## config.mk

```make
export PLATFORM = sky130hd
export DESIGN_NAME = main_fsm
export DESIGN_NICKNAME = d
export VERILOG_FILES = /design/src/rtl/riscv_pkg.sv /design/src/rtl/main_fsm.sv
export SDC_FILE = /design/constraint.sdc
export NUM_CORES = 1
export LEC_CHECK = 0
export CORE_MARGIN = 2
export CORE_UTILIZATION = 41
export CTS_CLUSTER_DIAMETER = 200
export DETAILED_ROUTE_END_ITERATION = 12
export GPL_ROUTABILITY_DRIVEN = 0
export GPL_TIMING_DRIVEN = 0
export PLACE_DENSITY = 0.83
export RECOVER_POWER = 100
export SLEW_MARGIN = 15
export SYNTH_ARGS = -nofsm -noshare
export SYNTH_HDL_FRONTEND = slang
export SYNTH_SLANG_ARGS = --single-unit
export TNS_END_PERCENT = 50
```

## constraint.sdc

```tcl
create_clock -name clk -period 3.2 [get_ports clk]
set_input_delay 0.8 -clock clk [delete_from_list [all_inputs] [get_ports clk]]
set_output_delay 0.8 -clock clk [all_outputs]
set_load 0.01 [all_outputs]
```

## src/rtl/riscv_pkg.sv

```systemverilog
// Shared definitions for the multicycle RISC-V control path: FSM states,
// major opcodes and the datapath mux/ALU select encodings.
`timescale 1ns/1ps
package riscv_pkg;

  // Main control FSM states
  typedef enum logic [3:0] {
    S_FETCH    = 4'd0,
    S_DECODE   = 4'd1,
    S_MEMADR   = 4'd2,
    S_MEMREAD  = 4'd3,
    S_MEMWB    = 4'd4,
    S_MEMWRITE = 4'd5,
    S_EXECR    = 4'd6,
    S_ALUWB    = 4'd7,
    S_EXECI    = 4'd8,
    S_JAL      = 4'd9,
    S_BEQ      = 4'd10
  } state_e;

  // Major opcodes (instruction bits [6:0])
  localparam logic [6:0] OP_LW    = 7'b0000011;
  localparam logic [6:0] OP_SW    = 7'b0100011;
  localparam logic [6:0] OP_RTYPE = 7'b0110011;
  localparam logic [6:0] OP_ITYPE = 7'b0010011;
  localparam logic [6:0] OP_JAL   = 7'b1101111;
  localparam logic [6:0] OP_BEQ   = 7'b1100011;

  // ALU operation class handed to alu_dec
  localparam logic [1:0] ALUOP_ADD   = 2'b00;
  localparam logic [1:0] ALUOP_SUB   = 2'b01;
  localparam logic [1:0] ALUOP_FUNCT = 2'b10;

  // ALU source A select
  localparam logic [1:0] SRCA_PC    = 2'b00;
  localparam logic [1:0] SRCA_OLDPC = 2'b01;
  localparam logic [1:0] SRCA_RS1   = 2'b10;

  // ALU source B select
  localparam logic [1:0] SRCB_RS2  = 2'b00;
  localparam logic [1:0] SRCB_IMM  = 2'b01;
  localparam logic [1:0] SRCB_FOUR = 2'b10;

  // Result bus select
  localparam logic [1:0] RES_ALUOUT = 2'b00;
  localparam logic [1:0] RES_DATA   = 2'b01;
  localparam logic [1:0] RES_ALURES = 2'b10;

endpackage

```

## src/rtl/main_fsm.sv

```systemverilog
// Main control FSM of the multicycle RISC-V core. Moore-style outputs decoded
// from the state register; the only input-qualified outputs are irwrite and
// pcupdate in FETCH (gated by the memory access completing) and illegal_op in
// DECODE. state_dbg_o exposes the current state for checkers.
`timescale 1ns/1ps
module main_fsm
  import riscv_pkg::*;
#(
  parameter int unsigned WAIT_MEM = 1
) (
  input  logic       clk,
  input  logic       reset,
  input  logic [6:0] op,
  input  logic       mem_ready,
  output logic       pcupdate,
  output logic       branch,
  output logic       regwrite,
  output logic       memwrite,
  output logic       irwrite,
  output logic       adrsrc,
  output logic [1:0] resultsrc,
  output logic [1:0] alusrca,
  output logic [1:0] alusrcb,
  output logic [1:0] aluop,
  output logic       illegal_op,
  output logic [3:0] state_dbg_o
);

  state_e state_q, state_d;
  logic   mem_done;

  // A memory state may leave when the access completes, or always when the
  // memory is treated as single-cycle.
  assign mem_done    = (WAIT_MEM == 0) ? 1'b1 : mem_ready;
  assign state_dbg_o = state_q;

  // State register; reset lands in FETCH immediately, independent of clk.
  always_ff @(posedge clk or posedge reset) begin
    if (reset) state_q <= S_FETCH;
    else       state_q <= state_d;
  end

  // Next-state selection; unknown encodings fall back to FETCH.
  always_comb begin
    state_d = state_q;
    case (state_q)
      S_FETCH:    if (mem_done) state_d = S_DECODE;
      S_DECODE: begin
        case (op)
          OP_LW, OP_SW: state_d = S_MEMADR;
          OP_RTYPE:     state_d = S_EXECR;
          OP_ITYPE:     state_d = S_EXECI;
          OP_JAL:       state_d = S_JAL;
          OP_BEQ:       state_d = S_BEQ;
          default:      state_d = S_FETCH;
        endcase
      end
      S_MEMADR:   state_d = (op == OP_LW) ? S_MEMREAD : S_MEMWRITE;
      S_MEMREAD:  if (mem_done) state_d = S_MEMWB;
      S_MEMWB:    state_d = S_FETCH;
      S_MEMWRITE: if (mem_done) state_d = S_FETCH;
      S_EXECR:    state_d = S_ALUWB;
      S_EXECI:    state_d = S_ALUWB;
      S_ALUWB:    state_d = S_FETCH;
      S_JAL:      state_d = S_ALUWB;
      S_BEQ:      state_d = S_FETCH;
      default:    state_d = S_FETCH;
    endcase
  end

  // Output decode; anything not driven by a state stays 0.
  always_comb begin
    pcupdate   = 1'b0;
    branch     = 1'b0;
    regwrite   = 1'b0;
    memwrite   = 1'b0;
    irwrite    = 1'b0;
    adrsrc     = 1'b0;
    resultsrc  = RES_ALUOUT;
    alusrca    = SRCA_PC;
    alusrcb    = SRCB_RS2;
    aluop      = ALUOP_ADD;
    illegal_op = 1'b0;
    case (state_q)
      S_FETCH: begin
        alusrcb   = SRCB_FOUR;
        resultsrc = RES_ALURES;
        irwrite   = mem_done;
        pcupdate  = mem_done;
      end
      S_DECODE: begin
        alusrca = SRCA_OLDPC;
        alusrcb = SRCB_IMM;
        case (op)
          OP_LW, OP_SW, OP_RTYPE, OP_ITYPE, OP_JAL, OP_BEQ: illegal_op = 1'b0;
          default: illegal_op = 1'b1;
        endcase
      end
      S_MEMADR: begin
        alusrca = SRCA_RS1;
        alusrcb = SRCB_IMM;
      end
      S_MEMREAD: begin
        adrsrc = 1'b1;
      end
      S_MEMWB: begin
        resultsrc = RES_DATA;
        regwrite  = 1'b1;
      end
      S_MEMWRITE: begin
        adrsrc   = 1'b1;
        memwrite = 1'b1;
      end
      S_EXECR: begin
        alusrca = SRCA_RS1;
        aluop   = ALUOP_FUNCT;
      end
      S_EXECI: begin
        alusrca = SRCA_RS1;
        alusrcb = SRCB_IMM;
        aluop   = ALUOP_FUNCT;
      end
      S_ALUWB: begin
        regwrite = 1'b1;
      end
      S_JAL: begin
        alusrca  = SRCA_OLDPC;
        alusrcb  = SRCB_FOUR;
        pcupdate = 1'b1;
      end
      S_BEQ: begin
        alusrca = SRCA_RS1;
        aluop   = ALUOP_SUB;
        branch  = 1'b1;
      end
      default: ;
    endcase
  end

endmodule

```

==> After elaboration in Yosys (flattened, before gate mapping) <==
Index checks and enable logic that the tools add are counted.
{ "totals": {"elab_cells": 50, "output_inout_bits": 19, "regBits": 4, "in_bits": 10} }
{ "op_classes": {"reduce_logical": 12, "muxes": 18, "eq_ne": 19} }
{ "op_table": {"columns": ["op", "count"], "rows": [
  ["$pmux 4 s6", 1],
  ["$pmux 4 s5", 1],
  ["$eq 4x3->1 const B", 4],
  ["$pmux 2 s2", 4],
  ["$eq 7x6->1 const B", 2],
  ["$eq 7x7->1 const B", 2],
  ["$eq 4x4->1 const B", 3],
  ["$mux 4", 3],
  ["$reduce_or 2->1", 6],
  ["$eq 4x2->1 const B", 2],
  ["$eq 7x2->1 const B", 1],
  ["$eq 7x5->1 const B", 1],
  ["$mux 1", 7],
  ["$ne 2x2->1 const B", 3],
  ["$reduce_or 3->1", 2],
  ["$reduce_or 6->1", 1],
  ["$eq 4x1->1 const B", 1],
  ["$logic_not 4->1", 1],
  ["$reduce_or 4->1", 1],
  ["$mux 3", 1],
  ["$reduce_and 3->1", 1],
  ["$pmux 1 s2", 1]
]} }

==> Longest topological paths before layout <==
Gate-level depths: netlist of run 1.
{ "depth": {"depth_word": 4, "mapped_depth": 5, "ltp_nobuf": 4} }

==> Least setup slack after synthesis of run 1 <==
Ideal clock, no wire load.
{ "synth_path": {"kind": "input to output", "from": "input op[5]", "to": "output illegal_op", "required_ps": 2400, "cell_stages": 4, "path_slack_ps": 991, "arrival_time_ps": 1409, "n_path_buf": 0, "path_cell_list": "nor2b_2 and4_1 a21oi_1 o21a_1"} }
{ "synth_via": {"elab_chain_len": 4, "elab_cells_between_ends": 9, "cone_classes": "6 x eq/ne; 2 x mux; 1 x reduce/logical"} }
{ "synth_lines": {"columns": ["item", "line", "rtl"], "rows": [
  ["start: declaration", "main_fsm.sv:13", "input logic [6:0] op,"],
  ["$eq 7x2->1, or another cell as far along", "main_fsm.sv:94", "case (op)"],
  ["$reduce_or 6->1 *", "main_fsm.sv:94", null],
  ["$mux 1 *", "main_fsm.sv:94", null],
  ["$mux 1 *", "main_fsm.sv:84", "case (state_q)"],
  ["end: declaration", "main_fsm.sv:25", "output logic illegal_op,"]
]} }
Every way passes the cells marked *; elsewhere a longest branch is shown, timed or not.

==> Final worst setup path of run 1 <==
Same ends and word-level chain as after synthesis.

==> results of run 1 <==
[stage by stage]
stage / std cells / hold WS [ns] / util
global route: 124 / 0.8611 / 0.6699
detailed placement: 121 / 0.8172 / 0.6641
finish: 124 / 0.8152 / 0.6699
CTS: 124 / 0.7432 / 0.6787
global placement: 121 / 0.8093 / 0.6641
floorplan: 78 / 0.5661 / -
[synth_stat cells (2+ instances only)]
| cell type | number | share of area |
|---|---|---|
| a21oi_1 | 9 | 0.081 |
| and2_1 | 2 | 0.023 |
| buf_2 | 5 | 0.045 |
| dfrtp_1 | 4 | 0.18 |
| inv_1 | 3 | 0.020 |
| nand2_1 | 4 | 0.027 |
| nand2b_1 | 5 | 0.056 |
| nand3b_1 | 2 | 0.027 |
| nor2_1 | 10 | 0.068 |
| nor3_1 | 4 | 0.036 |
| nor3b_1 | 5 | 0.068 |
| o21ai_0 | 2 | 0.018 |
[critical path, stage by stage]
cell and delay (ns):
clkdlybuf4s50_1 0.52, nor2b_1 0.18, and4_1 0.25, a21oi_1 0.05
o21a_1 0.16, dlygate4sd2_1 0.28
[area by class of cell]
| type | instances | area [µm²] | area share |
|---|---|---|---|
| Inverter | 3 | 11.26 | 0.01308 |
| Clock buffer | 3 | 22.52 | 0.02616 |
| Buffer | 7 | 32.53 | 0.03779 |
| Sequential cell | 4 | 100.1 | 0.1163 |
| Tap cell | 15 | 18.77 | 0.02180 |
| Multi-Input combinational cell | 64 | 399.1 | 0.4637 |
| Timing Repair Buffer | 28 | 276.5 | 0.3212 |
[placed cells by master (no fill, tap or decap), types with 2 or more instances in the layout]
| master | instances |
|---|---|
| nand3b_1 | 2 |
| nand2_1 | 4 |
| nor3b_1 | 5 |
| dlygate4sd3_1 | 17 |
| nand2b_1 | 5 |
| inv_1 | 3 |
| dlygate4sd2_1 | 3 |
| dfrtp_1 | 4 |
| buf_2 | 2 |
| nor2_1 | 10 |
| a21oi_1 | 9 |
| clkbuf_4 | 3 |
| clkbuf_1 | 4 |
| o211ai_1 | 2 |
| clkdlybuf4s50_1 | 8 |
| o21ai_0 | 2 |
| nor3_1 | 4 |
| and2_1 | 2 |
[layer usage]
| layer | part of all wire | routed length, µm | track usage | vias to the layer above |
|---|---|---|---|---|
| li1 | - | - | - | 347 |
| met1 | 0.41 | 633 | 0.2516 | 336 |
| met2 | 0.51 | 795 | 0.3452 | 39 |
| met3 | 0.076 | 118 | 0.03261 | 0 |
| met4 | 0 | 0 | 0.08333 | 0 |
| met5 | 0 | 0 | 0 | - |
[power groups by stage]
| stage | registers [mW] | clock network (mW) | logic [mW] |
|---|---|---|---|
| finish | 0.0596 | 0.0607 | 0.123 |
| detailed placement | 0.0599 | 0 | 0.132 |
| global placement | 0.0598 | 0 | 0.130 |
| CTS | 0.0594 | 0.0625 | 0.130 |
| floorplan | 0.0604 | 0 | 0.0647 |
| global route | 0.0603 | 0.0675 | 0.133 |
[final timing paths]
path                                 from             end  slack, ns
min reg2reg                state_dbg_o[2]  state_dbg_o[3]       0.82
max in group asynchronous           reset  state_dbg_o[3]       2.17
min in group asynchronous           reset  state_dbg_o[1]       0.88
max                                 op[5]      illegal_op       0.15
min                        state_dbg_o[2]  state_dbg_o[3]       0.82
max reg2reg                state_dbg_o[3]  state_dbg_o[2]       1.70
[kinds of logic (layout without fill, tap and decap cells)]
family / after synthesis / count (layout) / share of synthesized area
flops: 4 / 4 / 0.1806
buf+inv: 10 / 41 / 0.08577
xor+xnor: 2 / 2 / 0.03161
fa+ha+maj: 1 / 1 / 0.01806
simple gates: 39 / 39 / 0.4086
compound gates: 22 / 22 / 0.2754
==> metrics.yaml, run 1 <==
ys.flop_type: "dfrtp_1"
clk_pin_slew_worst_paths_ns: 0.03
internal-power_mw: 0.1585
nFillCells: 116
pwr-share-clk: 0.250
p_leak_nw: 0.3689
io_pins: 29
avgRoutedWirePerCell_um: 12.48
cts_buffer_depth: 2
worstMarginPinSlew_ns: 0.4288
maxCapViolations: 0
rsz0062_at_grt: "false"
n_antenna_cell: 0
synth_cells: 78
cts_tree: "yes"
drt_iter0_drc: 26
finalWirelength_um: 1547
grt_max_degree: 11
criticalPathCategory: "in2out"
synth.distinct_cells: 35
grt_pass1_vias: 572
combPwrFrac: 0.505
power_mw: 0.2432
cp.arrival_ns: 2.25
synth_edf_count: 0
end_kind: "output port"
worst-path-max-fanout: 4
cts_resized: 3
synth_seq_cells: 4
crit_required_ns: 2.40
largest_reg_flops: 4
power_density_nw_per_um2: 282.5
drive_above_1_share: 0.06422
dp_hpwl_um: 1146
row_count: 13
hold_depth: 3
placed_area_um2: 853.3
status: "completed"
async_flop_share: 1.000
clock-root-buffer: "clkbuf_4"
drt_pass1_iterations: 4
ctsHoldBuffers: 0
die_h_um: 40.77
p_sw_mw: 0.08465
area_growth_pct: 55.30
swShare: 0.3481
fmax_ghz: 0.3283
fin_crit_sh: 0.9520
ant_nets: 0
stdcell_area_um2: 860.8
yosysWarnings: 0
grt_usage: 0.2032
finalSetupViolCount: 0
clock_sinks: 4
postCtsSetupRepairBufs: 0
numCtsBuffers: 3
synth_nets: 88
clkLatencyLatePin_ns: 0.23
slew_headroom: 0.7141
nets: 121
overflow: 0
seq_area_frac_synth: 0.1806
cts.htree.levels: 1
finClkSkew_ns: 0.004096
slew_violations: 0
port_buffers: 28
cp-start-kind: "input pin"
peakVddDrop_v: 0.0001791
setup_ws_ns: 0.1537
die_area_um2: 1662
core_um2: 1285
drc: 0
syn_area_um2: 554.3
hold_path.class: "reg2reg"
hold_viol_final: 0
reg2regPathDepth: 5
grt_first_pass_wirelength_um: 2318
finalCriticalPeriod_ns: 3.046
start_util: 0.4314
final.setup.tns_ns: 0
synth_area_per_cell_um2: 7.106
antenna_found_initial: 0
seq_power_share: 0.245
vias_per_cell: 5.823
fp.dieW_um: 40.77
place_ws_ns: -0.05796
vias: 722
No activity file was read; power rests on OpenSTA's default activity.
==> run 2, diff against run 1 <==
- CTS_CLUSTER_SIZE: not set -> 8
==> results of run 2 <==
No change in the layout: final DEF, timing and power equal those of run 1.
